`config.mk`:
```
export PLATFORM = sky130hd
export DESIGN_NAME = ddr_burst_arbiter_flat
export DESIGN_NICKNAME = d
export VERILOG_FILES = /design/src/rtl/ddr_burst_arbiter_if.sv /design/src/rtl/ddr_burst_arbiter.sv /design/src/flat_wrapper.sv
export SDC_FILE = /design/constraint.sdc
export NUM_CORES = 1
export LEC_CHECK = 0
export BUFFER_PORTS_ARGS = -buffer_cell sky130_fd_sc_hd__buf_2
export CELL_PAD_IN_SITES_DETAIL_PLACEMENT = 0
export CELL_PAD_IN_SITES_GLOBAL_PLACEMENT = 2
export CORE_MARGIN = 2
export CORE_UTILIZATION = 31
export DETAILED_ROUTE_END_ITERATION = 8
export GPL_TIMING_DRIVEN = 0
export PLACE_DENSITY = 0.76
export SLEW_MARGIN = 20
export SYNTH_ARGS = -nofsm -noshare
export SYNTH_HDL_FRONTEND = slang
export SYNTH_SLANG_ARGS = --single-unit
export TNS_END_PERCENT = 10
```
`constraint.sdc`:
```
create_clock -name sys_clk -period 3.1 [get_ports sys_clk]
set_clock_uncertainty 0.2 [all_clocks]
set_input_delay 0.31 -clock sys_clk [delete_from_list [all_inputs] [get_ports sys_clk]]
set_output_delay 0.31 -clock sys_clk [all_outputs]
set_load 0.05 [all_outputs]
```
`src/rtl/ddr_burst_arbiter_if.sv`:
```
// Command/datapath bundle between the burst arbiter and the DDR controller.
// The arbiter drives the command and grant lines; the controller side
// answers with cmd_ready and the end-of-burst pulse.
interface ddr_burst_arbiter_if #(
  parameter int ADDR_WIDTH = 28
);
  logic                  cmd_valid;
  logic                  cmd_ready;
  logic                  cmd_write;
  logic [ADDR_WIDTH-1:0] cmd_addr;
  logic [7:0]            cmd_len;
  logic                  wr_grant;
  logic                  rd_grant;
  logic                  burst_done;

  modport master (
    output cmd_valid,
    output cmd_write,
    output cmd_addr,
    output cmd_len,
    output wr_grant,
    output rd_grant,
    input  cmd_ready,
    input  burst_done
  );

  modport slave (
    input  cmd_valid,
    input  cmd_write,
    input  cmd_addr,
    input  cmd_len,
    input  wr_grant,
    input  rd_grant,
    output cmd_ready,
    output burst_done
  );
endinterface

```
`src/rtl/ddr_burst_arbiter.sv`:
```
// Burst scheduler sharing one DDR command port between a write requester
// (user-data FIFO draining into DDR) and a read requester (readback FIFO).
// The DDR region is a circular buffer of NUM_BURSTS bursts with separate
// write/read burst pointers and a fill count. One burst is in flight at a
// time: IDLE picks a direction, CMD presents the command until accepted,
// DATA holds the grant until the datapath pulses burst_done.
module ddr_burst_arbiter #(
  parameter int                    ADDR_WIDTH = 28,
  parameter logic [ADDR_WIDTH-1:0] BASE_ADDR  = '0,
  parameter int                    BURST_LEN  = 16,
  parameter int                    BEAT_BYTES = 32,
  parameter int                    NUM_BURSTS = 256
) (
  input  logic                         sys_clk,
  input  logic                         sys_rst_n,
  input  logic                         ddrc_init_done,
  input  logic                         wr_req,
  input  logic                         rd_req,
  ddr_burst_arbiter_if.master          cmd_bus,
  output logic [$clog2(NUM_BURSTS):0] fill_cnt,
  output logic                         busy
);

  localparam int PTR_W       = $clog2(NUM_BURSTS);
  localparam int CNT_W       = PTR_W + 1;
  localparam int BURST_SHIFT = $clog2(BURST_LEN * BEAT_BYTES);

  localparam logic [CNT_W-1:0] FULL_CNT = CNT_W'(NUM_BURSTS);

  // Direction encoding: index 0 = read requester, index 1 = write requester.
  localparam logic DIR_RD = 1'b0;
  localparam logic DIR_WR = 1'b1;

  typedef enum logic [1:0] {
    ST_IDLE = 2'd0,
    ST_CMD  = 2'd1,
    ST_DATA = 2'd2
  } state_t;

  state_t                r_state;
  state_t                w_state_next;
  logic                  r_dir;
  logic                  w_dir_next;
  logic                  r_last_dir;
  logic                  w_last_dir_next;
  logic [CNT_W-1:0]      r_fill_cnt;
  logic [CNT_W-1:0]      w_fill_next;
  logic                  r_cmd_valid;
  logic                  w_cmd_valid_next;
  logic                  r_cmd_write;
  logic                  w_cmd_write_next;
  logic [ADDR_WIDTH-1:0] r_cmd_addr;
  logic [ADDR_WIDTH-1:0] w_cmd_addr_next;
  logic                  r_wr_grant;
  logic                  w_wr_grant_next;
  logic                  r_rd_grant;
  logic                  w_rd_grant_next;
  logic                  r_busy;
  logic                  w_busy_next;

  logic [1:0]            w_ok;
  logic [PTR_W-1:0]      r_ptr      [2];
  logic [ADDR_WIDTH-1:0] w_ptr_addr [2];
  logic                  w_done;
  logic                  w_pick;

  // burst_done only means something while a burst is actually granted.
  assign w_done = (r_state == ST_DATA) && cmd_bus.burst_done;

  // Per-direction eligibility, burst address and burst pointer.
  genvar gi;
  generate
    for (gi = 0; gi < 2; gi++) begin : g_dir
      if (gi == 1) begin : g_wr
        assign w_ok[gi] = wr_req && (r_fill_cnt != FULL_CNT);
      end else begin : g_rd
        assign w_ok[gi] = rd_req && (r_fill_cnt != '0);
      end

      // Byte address of the burst slot this pointer currently names;
      // anything above ADDR_WIDTH falls off.
      assign w_ptr_addr[gi] = BASE_ADDR + (ADDR_WIDTH'(r_ptr[gi]) << BURST_SHIFT);

      // Pointer steps to the next slot when its own burst completes; the
      // power-of-two depth makes the wrap to 0 free.
      always_ff @(posedge sys_clk or negedge sys_rst_n) begin
        if (!sys_rst_n) begin
          r_ptr[gi] <= '0;
        end else if (w_done && (r_dir == 1'(gi))) begin
          r_ptr[gi] <= r_ptr[gi] + PTR_W'(1);
        end
      end
    end
  endgenerate

  // Next-state and next-output logic for the IDLE/CMD/DATA sequence.
  always_comb begin
    w_state_next     = r_state;
    w_dir_next       = r_dir;
    w_last_dir_next  = r_last_dir;
    w_fill_next      = r_fill_cnt;
    w_cmd_valid_next = r_cmd_valid;
    w_cmd_write_next = r_cmd_write;
    w_cmd_addr_next  = r_cmd_addr;
    w_wr_grant_next  = r_wr_grant;
    w_rd_grant_next  = r_rd_grant;
    w_busy_next      = r_busy;
    w_pick           = DIR_RD;

    case (r_state)
      ST_IDLE: begin
        // Contested: alternate away from the last served direction.
        // Uncontested: whichever side is eligible.
        w_pick = (&w_ok) ? ~r_last_dir : w_ok[1];
        if (ddrc_init_done && (|w_ok)) begin
          w_state_next     = ST_CMD;
          w_dir_next       = w_pick;
          w_cmd_valid_next = 1'b1;
          w_cmd_write_next = w_pick;
          w_cmd_addr_next  = w_ptr_addr[w_pick];
          w_busy_next      = 1'b1;
        end
      end

      ST_CMD: begin
        // Command, direction and address stay frozen until accepted.
        if (cmd_bus.cmd_ready) begin
          w_state_next     = ST_DATA;
          w_cmd_valid_next = 1'b0;
          w_last_dir_next  = r_dir;
          w_wr_grant_next  = (r_dir == DIR_WR);
          w_rd_grant_next  = (r_dir == DIR_RD);
        end
      end

      ST_DATA: begin
        // Only one burst is outstanding, so fill count moves by one at most.
        if (cmd_bus.burst_done) begin
          w_state_next    = ST_IDLE;
          w_wr_grant_next = 1'b0;
          w_rd_grant_next = 1'b0;
          w_busy_next     = 1'b0;
          if (r_dir == DIR_WR) begin
            w_fill_next = r_fill_cnt + CNT_W'(1);
          end else begin
            w_fill_next = r_fill_cnt - CNT_W'(1);
          end
        end
      end

      default: begin
        w_state_next     = ST_IDLE;
        w_cmd_valid_next = 1'b0;
        w_wr_grant_next  = 1'b0;
        w_rd_grant_next  = 1'b0;
        w_busy_next      = 1'b0;
      end
    endcase
  end

  // State and registered outputs; reset drops any in-flight burst.
  always_ff @(posedge sys_clk or negedge sys_rst_n) begin
    if (!sys_rst_n) begin
      r_state     <= ST_IDLE;
      r_dir       <= DIR_RD;
      r_last_dir  <= DIR_RD;
      r_fill_cnt  <= '0;
      r_cmd_valid <= 1'b0;
      r_cmd_write <= 1'b0;
      r_cmd_addr  <= BASE_ADDR;
      r_wr_grant  <= 1'b0;
      r_rd_grant  <= 1'b0;
      r_busy      <= 1'b0;
    end else begin
      r_state     <= w_state_next;
      r_dir       <= w_dir_next;
      r_last_dir  <= w_last_dir_next;
      r_fill_cnt  <= w_fill_next;
      r_cmd_valid <= w_cmd_valid_next;
      r_cmd_write <= w_cmd_write_next;
      r_cmd_addr  <= w_cmd_addr_next;
      r_wr_grant  <= w_wr_grant_next;
      r_rd_grant  <= w_rd_grant_next;
      r_busy      <= w_busy_next;
    end
  end

  assign cmd_bus.cmd_valid = r_cmd_valid;
  assign cmd_bus.cmd_write = r_cmd_write;
  assign cmd_bus.cmd_addr  = r_cmd_addr;
  assign cmd_bus.cmd_len   = 8'(BURST_LEN - 1);
  assign cmd_bus.wr_grant  = r_wr_grant;
  assign cmd_bus.rd_grant  = r_rd_grant;
  assign fill_cnt          = r_fill_cnt;
  assign busy              = r_busy;

endmodule

```
`src/flat_wrapper.sv`:
```
// flat-port wrapper written by rule: the top's interface ports become plain ports
module ddr_burst_arbiter_flat 
#(
  parameter int                    ADDR_WIDTH = 28,
  parameter logic [ADDR_WIDTH-1:0] BASE_ADDR  = '0,
  parameter int                    BURST_LEN  = 16,
  parameter int                    BEAT_BYTES = 32,
  parameter int                    NUM_BURSTS = 256
)
  (sys_clk, sys_rst_n, ddrc_init_done, wr_req, rd_req, fill_cnt, busy, cmd_bus_cmd_valid, cmd_bus_cmd_write, cmd_bus_cmd_addr, cmd_bus_cmd_len, cmd_bus_wr_grant, cmd_bus_rd_grant, cmd_bus_cmd_ready, cmd_bus_burst_done);
  ddr_burst_arbiter_if #(.ADDR_WIDTH(ADDR_WIDTH)) cmd_bus_i ();
  input  logic sys_clk;
  input  logic sys_rst_n;
  input  logic ddrc_init_done;
  input  logic wr_req;
  input  logic rd_req;
  output logic [$clog2(NUM_BURSTS):0] fill_cnt;
  output logic busy;
  output wire logic [$bits(cmd_bus_i.cmd_valid)-1:0] cmd_bus_cmd_valid;
  output wire logic [$bits(cmd_bus_i.cmd_write)-1:0] cmd_bus_cmd_write;
  output wire logic [$bits(cmd_bus_i.cmd_addr)-1:0] cmd_bus_cmd_addr;
  output wire logic [$bits(cmd_bus_i.cmd_len)-1:0] cmd_bus_cmd_len;
  output wire logic [$bits(cmd_bus_i.wr_grant)-1:0] cmd_bus_wr_grant;
  output wire logic [$bits(cmd_bus_i.rd_grant)-1:0] cmd_bus_rd_grant;
  input wire logic [$bits(cmd_bus_i.cmd_ready)-1:0] cmd_bus_cmd_ready;
  input wire logic [$bits(cmd_bus_i.burst_done)-1:0] cmd_bus_burst_done;
  assign cmd_bus_cmd_valid = cmd_bus_i.cmd_valid;
  assign cmd_bus_cmd_write = cmd_bus_i.cmd_write;
  assign cmd_bus_cmd_addr = cmd_bus_i.cmd_addr;
  assign cmd_bus_cmd_len = cmd_bus_i.cmd_len;
  assign cmd_bus_wr_grant = cmd_bus_i.wr_grant;
  assign cmd_bus_rd_grant = cmd_bus_i.rd_grant;
  assign cmd_bus_i.cmd_ready = cmd_bus_cmd_ready;
  assign cmd_bus_i.burst_done = cmd_bus_burst_done;
  ddr_burst_arbiter #(.ADDR_WIDTH(ADDR_WIDTH), .BASE_ADDR(BASE_ADDR), .BURST_LEN(BURST_LEN), .BEAT_BYTES(BEAT_BYTES), .NUM_BURSTS(NUM_BURSTS)) u_core (.sys_clk(sys_clk), .sys_rst_n(sys_rst_n), .ddrc_init_done(ddrc_init_done), .wr_req(wr_req), .rd_req(rd_req), .cmd_bus(cmd_bus_i), .fill_cnt(fill_cnt), .busy(busy));
endmodule
```
; ---- Word level (Yosys, flattened, before mapping)
; Index checks and enable logic that the tools add are counted.
[classes]
n_addsub = 4
order_cmp = 1
eq_ne = 6
muxes = 18
n_bitwise = 6
n_reduce_logical = 17
[op_table]
columns = cell, count
row1 = $mux W28, 2
row2 = $mux W17, 1
row3 = $add A8 B1 Y8 const B, 2
row4 = $pmux W1 S3, 4
row5 = $reduce_and A3 Y1, 4
row6 = $add A9 B1 Y9 const B, 1
row7 = $mux W9, 1
row8 = $ne A9 B9 Y1 const B, 1
row9 = $reduce_bool A9 Y1, 1
row10 = $sub A9 B1 Y9 const B, 1
row11 = $reduce_and A2 Y1, 4
row12 = $logic_and A1 B1 Y1, 6
row13 = $mux W1, 6
row14 = $mux W2, 3
row15 = $pmux W2 S3, 1
row16 = $not A1 Y1, 5
row17 = $ne A2 B2 Y1 const B, 2
row18 = $eq A2 B1 Y1 const B, 1
row19 = $eq A2 B2 Y1 const B, 1
row20 = $ge A2 B2 Y1 const B, 1
row21 = $logic_not A2 Y1, 1
row22 = $ne A2 B1 Y1 const B, 1
row23 = $not A1 Y2, 1
row24 = $reduce_or A2 Y1, 1
[totals]
reg_bits = 61
inputBits = 7
wordCells = 63

; ---- Depth between registers and ports, before layout
[logic_depth]
ltp_word = 8
mapped_depth = 8

; ---- Least setup slack after synthesis
; Ideal clock, no wire load.
[synth_timing]
path_type = reg2reg
from = reg, netlist name u_core.cmd_bus.cmd_write
to = reg u_core.r_fill_cnt[8] (netlist: u_core.fill_cnt[8])
arrival_ns = 2.453
path_slack_ns = 0.307
path_stages_with_launch = 9
path_buffers = 1
cell_sequence = dfrtp_1 -> clkbuf_1 -> inv_1 -> ha_1 -> nor2b_1 -> o31a_1 -> o21a_1 -> o311ai_1 -> o211ai_1
[synth_lines]
columns = element, line_no
row1 = end signal: assignment, ddr_burst_arbiter.sv:178  ; r_fill_cnt <= w_fill_next;
row2 = end: declaration, ddr_burst_arbiter.sv:46  ; logic [CNT_W-1:0] r_fill_cnt;

==> results <==
- The run finished with clean final reports.
- In this run the worst path has a maximum fanout of 11.
- The area of the die is 8350 µm².
- The main combinational cell family by area after synthesis is compound AO/OA/AOI/OAI gates.
- The chip height is ~91 µm.
- The clock reaches the later pin of the worst-skew pair after a little under 0.3 ns.
- The count of instances resized after the clock tree is built is 0.
- The mean cell area of the mapped netlist is 9.74 µm².
- The most common cell in the netlist is dfrtp_1.
- The highest achievable clock rate is 367 MHz.
- The area added between synthesis and finish is 19.4%.
- The mean routed wirelength per cell is roughly 11 µm.
- During I/O placement, the number of pins put on the boundary was 57.
- The critical path endpoint category is a register.
- The number of standard cells in the layout, taps in and fillers out is 403.
- At the worst endpoint, the required time is around 3 ns.
- Once detail routing completed, the nets flagged for antenna violations numbered 0.
- The initial antenna violation count is 0.
- Setup violations remaining at the end of the flow were counted as 0.
- The net count of the finished layout is ~320.
- The worst pin sits at a relative slew slack of 38.0%.
- Summing every instance area after synthesis gives 2370 µm².
- During synthesis, Yosys emitted a total of 0 warnings.
- The uppermost signal routing layer after detailed routing is met4.
- The buffer depth of the longest clock path is 2.
- The tightest hold margin is around 0.14 ns.
- The XOR/XNOR share of the synthesized area is 7.40%.
- The path class of the tightest hold or removal check is input pin to register.
- The number of pins exceeding their max-slew limit in the final report came to 0.
- The fraction of the yosys area taken by sequential cells is between 40% and 50%.
- Wire segments on met3 add up to 249 µm in the final route.
- For this run, the slowest stage of the critical path takes around 0.60 ns.
- The final critical path takes up 88.0% of the cycle.
- In this run, CTS created clock tree buffers numbering 5.
- The internal power of the cells totals 1470 µW.
- The multiplexer fraction of the synthesized cell area is around 4.7%.
- The congestion estimate from routability-driven global placement came to 0.765.
- The number of flops mapped to enable cells by yosys is 0.
- In this run the tool buffered the top-level ports with 28 buffer cells.
- Across the VDD grid, the largest voltage drop is 0.000403 V.
- Clock tree synthesis found a total of just over 40 sinks.
- The largest total area in the synthesized netlist belongs to dfrtp_1.
- The post-synthesis share of cell area spent on and, or, nand and nor gates is about an eighth.
- Setup repair after global routing left no endpoint under its margin.
- The effective utilization at floorplan is 32.3%.
- The number of DRC markers after the initial detailed-route iteration is 63.
- The first global-routing pass estimated a little under 8 mm of wire.
- The switching share of power is between 50% and 60%.
- The worst setup path is of the register to register kind.
- Including well taps, the total number of placed cells is 396.
- The worst-case setup margin in the final layout is approximately 0.37 ns.
- The transition time at the pin with the least slew margin is just over 0.9 ns.
- After synthesis, the cell types taking the most area are dfrtp_1 (43%), buf_4 (8.9%), xnor2_1 (4.8%).
- For this design the ratio of total power to cell area is roughly 1100 nW/µm².
- By count the netlist is led by dfrtp_1 (41), buf_4 (28), nand2_1 (22).
- In the detailed route, the total length drawn on met2 is 1.92 mm.
- For the worst setup path, the data arrival time is between 2 and 3 ns.
- The CTS tree is built.
- Global routing finished with a remaining overflow of 0.
- The cell count after synthesis is roughly 240.
- The count of unresolved DRC violations after routing is 0.
- The critical path goes through inv_1 -> ha_1 -> nor2b_1 -> o31a_1 -> o21a_1 -> o311ai_1 -> o211ai_1.
- The synthesized design devotes to its leading area cell type a little over two fifths of total area.
- The width of the chip is 91.4 µm.
- The met1 wire length is 2.38 mm.
- The number of buffers inserted to repair setup after CTS is 0.
- For this block, the via count after detailed routing is 1720.
- The tree is rooted in a clkbuf_8.
- The part of the power in the clock network is 11.9%.
- Cells fill 38.5% of the core in the end.
- The cell type of the slowest stage on the worst timing path is dfrtp_1.
- Dividing the detail-routed via count by the number of cells gives 4.27.
- Registers are responsible for between 30% and 40% of the overall power.
- The worst setup path is launched from a register.
- The share of layout cells above drive strength 1 is 22.7%.
- The synthesized design contains 41 register bits.
- The count of final hold-check violations is 0.
- The number of distinct standard cells referenced by the synthesized netlist is 42.
- Of the total synthesized cell area, the portion taken by full adders, half adders and majority gates is 5.61%.
- The clock period could shrink to 2.73 ns.
- Summed over all failing endpoints, the final setup total negative slack is 0 ns.
- The sum of routed wire length over all layers is 4.60 mm.
- The power spent charging and discharging nets is 1570 µW.
- The leakage power is 0.00140 µW.
- The maximum number of pins on one net before global-route repair is 42.
- After floorplanning, the core was sized to cover 7330 µm².
- The diode insertion count for antenna repair is 0.
- The floorplan has 31 rows.
- The post-DP HPWL is ~3.5 mm.
- After clock tree synthesis, the clock-pin slew on the worst setup and hold paths is ~0.080 ns.
- The post-place setup slack is 0.205 ns.
- The number of H-tree branching levels is 2.
- The most common flop cell mapped by yosys is dfrtp_1.
- After synthesis, the share of flip-flops with an asynchronous set or reset is 100%.
- The number of iterations in the first detailed-routing pass is 4.
- The max-capacitance violation count is 0.
- The synthesized netlist devotes 13.9% of its cell area to compound gates.
- The logic gate share of total power is 58.0%.
- The number of global-route vias before repair is 1624.
- The global-route total usage across every layer is 11.8%.
[layer usage]
metal / track usage, % / up-vias
met1: 17.1 / 758
met2: 17.0 / 47
met5: 0 / -
met3: 2.66 / 4
met4: 4.55 / 0
li1: - / 911
[cells in the final DEF, fill, tap and decap left out, types with 3 or more instances in the layout]
cell type / n
dfrtp_1: 41
buf_4: 28
conb_1: 28
buf_2: 28
nand2_1: 22
nor2_1: 20
a21oi_1: 16
xnor2_1: 13
mux2i_1: 10
o21ai_0: 10
ha_1: 9
inv_1: 8
nand3_1: 8
xor2_1: 7
o211ai_1: 6
clkbuf_8: 6
clkbuf_1: 4
nand4_1: 4
and3_1: 3
[critical path: cells and delay by family (launching register included)]
kind,cells,cell delay [ns]
buffers and inverters,1,0.32
DFF,1,0.60
and+or+nand+nor,1,0.18
AOI/OAI and AO/OA,4,0.88
adders and majority gates,1,0.42
[sequential cells by signal (all words and copies together), names as in the netlist]
name	flops
u_core.r_ptr	16
u_core.r_state	2
u_core.cmd_bus.cmd_addr	8
u_core.cmd_bus.cmd_write	1
u_core.r_last_dir	1
u_core.fill_cnt	9
u_core.busy	1
u_core.cmd_bus.cmd_valid	1
u_core.cmd_bus.wr_grant	1
u_core.cmd_bus.rd_grant	1
[path summary, 6_finish.rpt]
kind	endpoint	cells after the start	startpoint	slack [ns]
hold reg to reg	u_core.r_ptr[7]	1	u_core.r_ptr[7]	0.28
hold / removal	u_core.cmd_bus.rd_grant	3	cmd_bus_cmd_ready	0.14
setup / recovery	u_core.fill_cnt[8]	7	u_core.cmd_bus.cmd_write	0.37
setup reg to reg	u_core.fill_cnt[8]	7	u_core.cmd_bus.cmd_write	0.37
max in group asynchronous	u_core.r_ptr[5]	2	sys_rst_n	1.63
min in group asynchronous	u_core.fill_cnt[5]	2	sys_rst_n	0.49
[what timing repair did]
action	in CTS	in global routing
hold buffers	1	0
setup endpoints to repair	0	1
hold endpoints to repair	41	0
[power groups by stage]
stage,Combinational (µW),Clock [µW],Sequential (µW)
4_1_cts,1800,370,903
2_1_floorplan,976,0,1350
5_1_grt,1960,403,953
6_report,1760,361,913
3_5_place_dp,1790,0,914
3_3_place_gp,1800,0,908
[cells by family after synthesis]
logic type,after synthesis
buffers and inverters,42
other,2
AND/OR/NAND/NOR,67
flip-flops,41
multiplexers,11
adder cells (fa/ha/maj),10
XOR/XNOR,20
AO/OA/AOI/OAI,50
[through the flow]
step           total power (µW)  area [µm²]
4_1_cts                    3070        2830
2_1_floorplan              2320        2460
5_1_grt                    3320        2820
3_5_place_dp               2700        2730
3_3_place_gp               2700        2730
6_report                   3030        2820
[area by class of cell]
cell class,instances,area [µm²]
Buffer,33,236
Timing Repair Buffer,29,150
Fill cell,730,4510
Clock buffer,6,82.6
Sequential cell,41,1030
Multi-Input combinational cell,186,1170
Clock inverter,1,7.51
Inverter,8,30.0
Tap cell,99,124
No activity file was read; power rests on OpenSTA's default activity.
